===== config.mk =====
export PLATFORM = sky130hd
export DESIGN_NAME = display_decimal_seg
export DESIGN_NICKNAME = d
export VERILOG_FILES = /design/src/rtl/seg7_pkg.sv /design/src/rtl/seg7_decode.sv /design/src/rtl/display_decimal_seg.sv
export SDC_FILE = /design/constraint.sdc
export NUM_CORES = 1
export LEC_CHECK = 0
export ABC_AREA = 1
export BUFFER_PORTS_ARGS = -buffer_cell sky130_fd_sc_hd__buf_4
export CAP_MARGIN = 40
export CORE_ASPECT_RATIO = 1.25
export CORE_MARGIN = 2
export CORE_UTILIZATION = 30
export CTS_BUF_LIST = sky130_fd_sc_hd__clkbuf_8 sky130_fd_sc_hd__clkbuf_16
export DETAILED_ROUTE_END_ITERATION = 10
export PLACE_DENSITY = 0.47
export SYNTH_ARGS = -nofsm -noshare
export SYNTH_HDL_FRONTEND = slang
export SYNTH_SLANG_ARGS = --single-unit

===== constraint.sdc =====
create_clock -name clk -period 1.9 [get_ports clk]
set_clock_uncertainty 0.15 [all_clocks]
set_input_delay 0.095 -clock clk [delete_from_list [all_inputs] [get_ports clk]]
set_output_delay 0.095 -clock clk [all_outputs]
set_load 0.02 [all_outputs]

===== src/rtl/seg7_pkg.sv =====
// Shared constants, FSM states and helpers for the decimal 7-segment display driver.
package seg7_pkg;

    localparam logic [6:0] SEG_BLANK = 7'b1111111;
    localparam logic [6:0] SEG_DASH  = 7'b0111111;

    // Active-low {g,f,e,d,c,b,a}; entry n is the pattern for decimal digit n.
    localparam logic [9:0][6:0] SEG_DIGITS = {
        7'b0010000, 7'b0000000, 7'b1111000, 7'b0000010, 7'b0010010,
        7'b0011001, 7'b0110000, 7'b0100100, 7'b1111001, 7'b1000000
    };

    typedef enum logic [1:0] {IDLE, SHIFT, UPDATE} state_e;

    function automatic logic [3:0] add3(input logic [3:0] i_nib);
        return (i_nib >= 4'd5) ? i_nib + 4'd3 : i_nib;
    endfunction

endpackage


===== src/rtl/seg7_decode.sv =====
// Combinational BCD nibble to active-low 7-segment pattern; non-decimal codes blank.
module seg7_decode
    import seg7_pkg::*;
(
    input  logic [3:0] i_nibble,
    output logic [6:0] o_seg
);

    always_comb begin
        o_seg = SEG_BLANK;
        if (i_nibble <= 4'd9) o_seg = SEG_DIGITS[i_nibble];
    end

endmodule


===== src/rtl/display_decimal_seg.sv =====
// Sequential binary-to-decimal 7-segment driver using an iterative double-dabble engine,
// with valid/ready input, optional leading-zero blanking and overflow dashes.
module display_decimal_seg
    import seg7_pkg::*;
#(
    parameter int unsigned IN_WIDTH = 16,
    parameter int unsigned DIGITS   = 4,
    parameter bit          BLANK_LZ = 1'b1
) (
    input  logic                  clk,
    input  logic                  rst,
    input  logic                  in_valid,
    output logic                  in_ready,
    input  logic [IN_WIDTH-1:0]   value,
    output logic [7*DIGITS-1:0]   seg,
    output logic                  overflow,
    output logic                  done
);

    localparam int unsigned BW    = 4 * DIGITS;
    localparam int unsigned CW    = $clog2(IN_WIDTH + 1);
    localparam logic [63:0] LIMIT = 64'(10 ** DIGITS);

    state_e                r_state, w_state_next;
    logic [IN_WIDTH-1:0]   r_shift;
    logic [BW-1:0]         r_bcd, w_bcd_adj;
    logic [CW-1:0]         r_cnt;
    logic                  r_ovf_pend;
    logic [7*DIGITS-1:0]   r_seg, w_seg_next, w_dec;
    logic                  r_overflow, r_done;
    logic                  w_zero_above;

    assign in_ready = (r_state == IDLE);
    assign seg      = r_seg;
    assign overflow = r_overflow;
    assign done     = r_done;

    always_comb begin
        w_bcd_adj = '0;
        for (int i = 0; i < int'(DIGITS); i++) begin
            w_bcd_adj[4*i +: 4] = add3(r_bcd[4*i +: 4]);
        end
    end

    for (genvar g = 0; g < DIGITS; g++) begin : g_dec
        seg7_decode u_dec (
            .i_nibble (r_bcd[4*g +: 4]),
            .o_seg    (w_dec[7*g +: 7])
        );
    end

    // Walk from the most significant digit down; digit 0 is never blanked.
    always_comb begin
        w_seg_next   = w_dec;
        w_zero_above = 1'b1;
        for (int i = int'(DIGITS) - 1; i >= 1; i--) begin
            w_zero_above = w_zero_above && (r_bcd[4*i +: 4] == 4'd0);
            if (BLANK_LZ && w_zero_above) w_seg_next[7*i +: 7] = SEG_BLANK;
        end
        if (r_ovf_pend) w_seg_next = {DIGITS{SEG_DASH}};
    end

    always_comb begin
        w_state_next = r_state;
        unique case (r_state)
            IDLE:    if (in_valid) w_state_next = SHIFT;
            SHIFT:   if (r_cnt == CW'(IN_WIDTH - 1)) w_state_next = UPDATE;
            UPDATE:  w_state_next = IDLE;
            default: w_state_next = IDLE;
        endcase
    end

    always_ff @(posedge clk) begin
        if (rst) r_state <= IDLE;
        else     r_state <= w_state_next;
    end

    always_ff @(posedge clk) begin
        if (rst) begin
            r_shift    <= '0;
            r_bcd      <= '0;
            r_cnt      <= '0;
            r_ovf_pend <= 1'b0;
            r_seg      <= {DIGITS{SEG_BLANK}};
            r_overflow <= 1'b0;
            r_done     <= 1'b0;
        end else begin
            r_done <= 1'b0;
            unique case (r_state)
                IDLE: begin
                    if (in_valid) begin
                        r_shift    <= value;
                        r_bcd      <= '0;
                        r_cnt      <= '0;
                        r_ovf_pend <= (64'(value) >= LIMIT);
                    end
                end
                SHIFT: begin
                    {r_bcd, r_shift} <= {w_bcd_adj, r_shift} << 1;
                    r_cnt            <= r_cnt + CW'(1);
                end
                UPDATE: begin
                    r_seg      <= w_seg_next;
                    r_overflow <= r_ovf_pend;
                    r_done     <= 1'b1;
                end
                default: ;
            endcase
        end
    end

endmodule


==> impl_metrics.toml <==
[run_status]
outcome = "finished with violations"
violations = "negative setup slack"

[detailed_routing]
drc = 0
postRouteAntennaNets = 0
routed_wl_um = 11900
vias = 4299
wl_per_cell_um = 13.22
first_iter_violations = 204
vias_per_cell = 4.777
drtPass1Iterations = 4

[synthesis]
async_flop_share_pct = 0
syn-cell-area_um2 = 4542
synth_warnings = 0
synth.top_cell.area_share_pct = 43.20
synth_nets = 639
synth_edf_count = 0
syn_inst = 588
ys_types = 37
synth_top_area_cell = "dfxtp_1"
synthFlopType = "dfxtp_1"
yosysSeqAreaShare_pct = 43.20
synth_seq_cells = 98
syn_area_per_cell_um2 = 7.724
synth_area_leaders = "dfxtp_1 43%, nand2_1 11%, ha_1 8.8%, nand3_1 5.4%, a21oi_1 5.0%"

[die]
die_y_um = 141.6
die_w_um = 114.1
fp.dieArea_um2 = 16150
coreArea_um2 = 14890
ioPinCount = 50
num_rows = 50
initial_core_util_pct = 30.50

[sta]
hold_viol_final = 0
fin_setup_tns_ns = -0.01383
worst_pin_slew_ns = 0.5702
finalSetupViolations = 2
holdWs_ns = 0.07595
finalMaxSlewViolations = 0
fin_crit_sh_pct = 100.4
max-slew-margin-rel_pct = 61.93
setup_ws_ns = -0.006991
rsz0062_at_grt = "true"
clock.fmax_mhz = 524.4
period_needed_ns = 1.907

[worst_setup_path]
cp.required_ns = 2.04
worstPathMaxFanout = 4
crit_arrival_ns = 2.04
cp-end-kind = "flip-flop"
start_kind = "flip-flop"
critPathKind = "flip-flop to flip-flop"

[global_routing]
grt_pass1_wl_um = 18910
antenna_found_initial = 0
grt_pass1_vias = 4199
grt.total_usage_pct = 14.77
grt_max_degree = 28
overflow = 0

[clock_tree]
clockBufferDepth = 2
clk_latency_ns = 0.35
cts_sinks = 98
clk_pin_slew_ns = 0.07
cts_tree = "built"
root_buffer = "clkbuf_16"
cts_made_buffers = 9
htreeDepth = 3

[cells_and_area]
instances_no_fill = 900
multi_input_area_um2 = 2668
diodes = 0
regArea_um2 = 1984
area_delta_synth_final_pct = 44.66
fillers = 1471
layout.nets = 766
drive_above_1_share_pct = 35.65
final_core_utilization_pct = 44.13

[placement]
dp_cells = 854
dp_hpwl_um = 8256
gp_congestion = 0.8573
io_buffers = 49

[power_and_ir_drop]
powerDensity_nw_per_um2 = 640.0
ir_drop_v = 0.0003763
p_total_w = 0.004205
p_leak_nw = 2.870

[job]
max_cap_violations = 0

[min_path]
hold_class = "input port to flip-flop"
==> metrics by stage <==
step / setup WS, ns / cell area [µm²]
after CTS: -0.02706 / 6078
after global routing: -0.1208 / 6570
after global placement: -0.03740 / 5479
after detailed placement: -0.1136 / 5479
after floorplan: -0.009437 / 4563
final: -0.006991 / 6570
==> synthesized netlist by cell type (4+ instances only) <==
cell        n
nand2_1   138
dfxtp_1    98
inv_1      53
nand3_1    49
a21oi_1    45
o21ai_0    36
ha_1       32
nor2_1     29
o22ai_1    23
buf_2       9
nor3_1      9
clkbuf_1    7
inv_2       7
nand2_2     7
nand3_2     4
nand3b_1    4
==> power breakdown <==
| part | switching, W | leakage (nW) | internal (W) |
|---|---|---|---|
| clock | 0.000748 | 0.147 | 0.00103 |
| combinational | 0.000162 | 1.92 | 0.000144 |
| sequential | 0.0000295 | 0.802 | 0.00209 |
==> repair_timing <==
| item | 4_1_cts | 5_1_grt |
|---|---|---|
| gates cloned | 0 | 1 |
| hold buffers | 19 | 0 |
| setup endpoints to repair | 28 | 33 |
| setup buffers | 4 | 9 |
| resized for setup | 22 | 108 |
| endpoints found under the hold margin | 31 | 0 |
| pin swaps | 12 | 34 |
==> layout make-up <==
class                   instances  share of cell area (%)
flip-flops and latches         98                   30.20
repair buffers                138                   17.46
inverters                      62                   3.923
multi-input cells             406                   40.60
well taps                     182                   3.466
clock inverters                 4                  0.7046
clock buffers                  10                   3.637
==> metal layers <==
layer	vias up	share of wire [%]	global-route usage, %
met5	-	0	0
met4	0	2.8	7.510
met3	22	3.1	3.033
met2	86	51	26.44
met1	1988	43	16.42
li1	2203	-	-
==> critical path: stages, from the launching register on <==
cell	delay [ns]
dfxtp_2	0.34
inv_4	0.08
ha_4	0.15
nor2_4	0.04
nand2_2	0.09
buf_6	0.12
nand4_4	0.12
a21oi_4	0.19
inv_2	0.07
ha_4	0.24
inv_4	0.05
nand3_2	0.07
a21oi_2	0.12
==> cells in the final DEF, fill, tap and decap left out, types with 3 or more instances in the layout <==
master,synthesis,routed
a21oi_1,45,40
a21oi_2,3,7
buf_4,1,108
buf_6,3,9
clkbuf_16,0,10
dfxtp_1,98,86
dfxtp_2,0,9
dfxtp_4,0,3
dlygate4sd3_1,0,19
ha_1,32,11
ha_2,0,7
ha_4,0,14
inv_1,53,37
inv_2,7,17
inv_4,1,8
nand2_1,138,120
nand2_2,7,18
nand2_4,0,7
nand3_1,49,40
nand3_2,4,10
nand3_4,0,3
nand3b_1,4,4
nand4_4,0,3
nor2_1,29,25
nor2_2,2,4
nor2_4,1,3
nor3_1,9,9
o211ai_1,3,3
o21ai_0,36,32
o21ai_1,3,4
o21ai_2,2,4
o22ai_1,23,23
==> final timing paths <==
check	startpoint	to	slack [ns]	depth (start not counted)
hold / removal	in_valid	r_shift[0]$_SDFFE_PP0N_	0.08	5
hold reg to reg	flip-flop	seg[0]$_SDFFE_PP1P_	0.30	2
setup / recovery	r_bcd[9]$_SDFFE_PP0N_	flip-flop	-0.007	12
setup reg to reg	r_bcd[9]$_SDFFE_PP0N_	flip-flop	-0.007	12
==> cells by family after synthesis <==
group / share of synthesized area, %
adders and majority gates: 8.815
DFF: 43.20
buffers and inverters: 7.824
AOI/OAI and AO/OA: 15.21
and+or+nand+nor: 24.96
No activity file was read; power rests on OpenSTA's default activity.
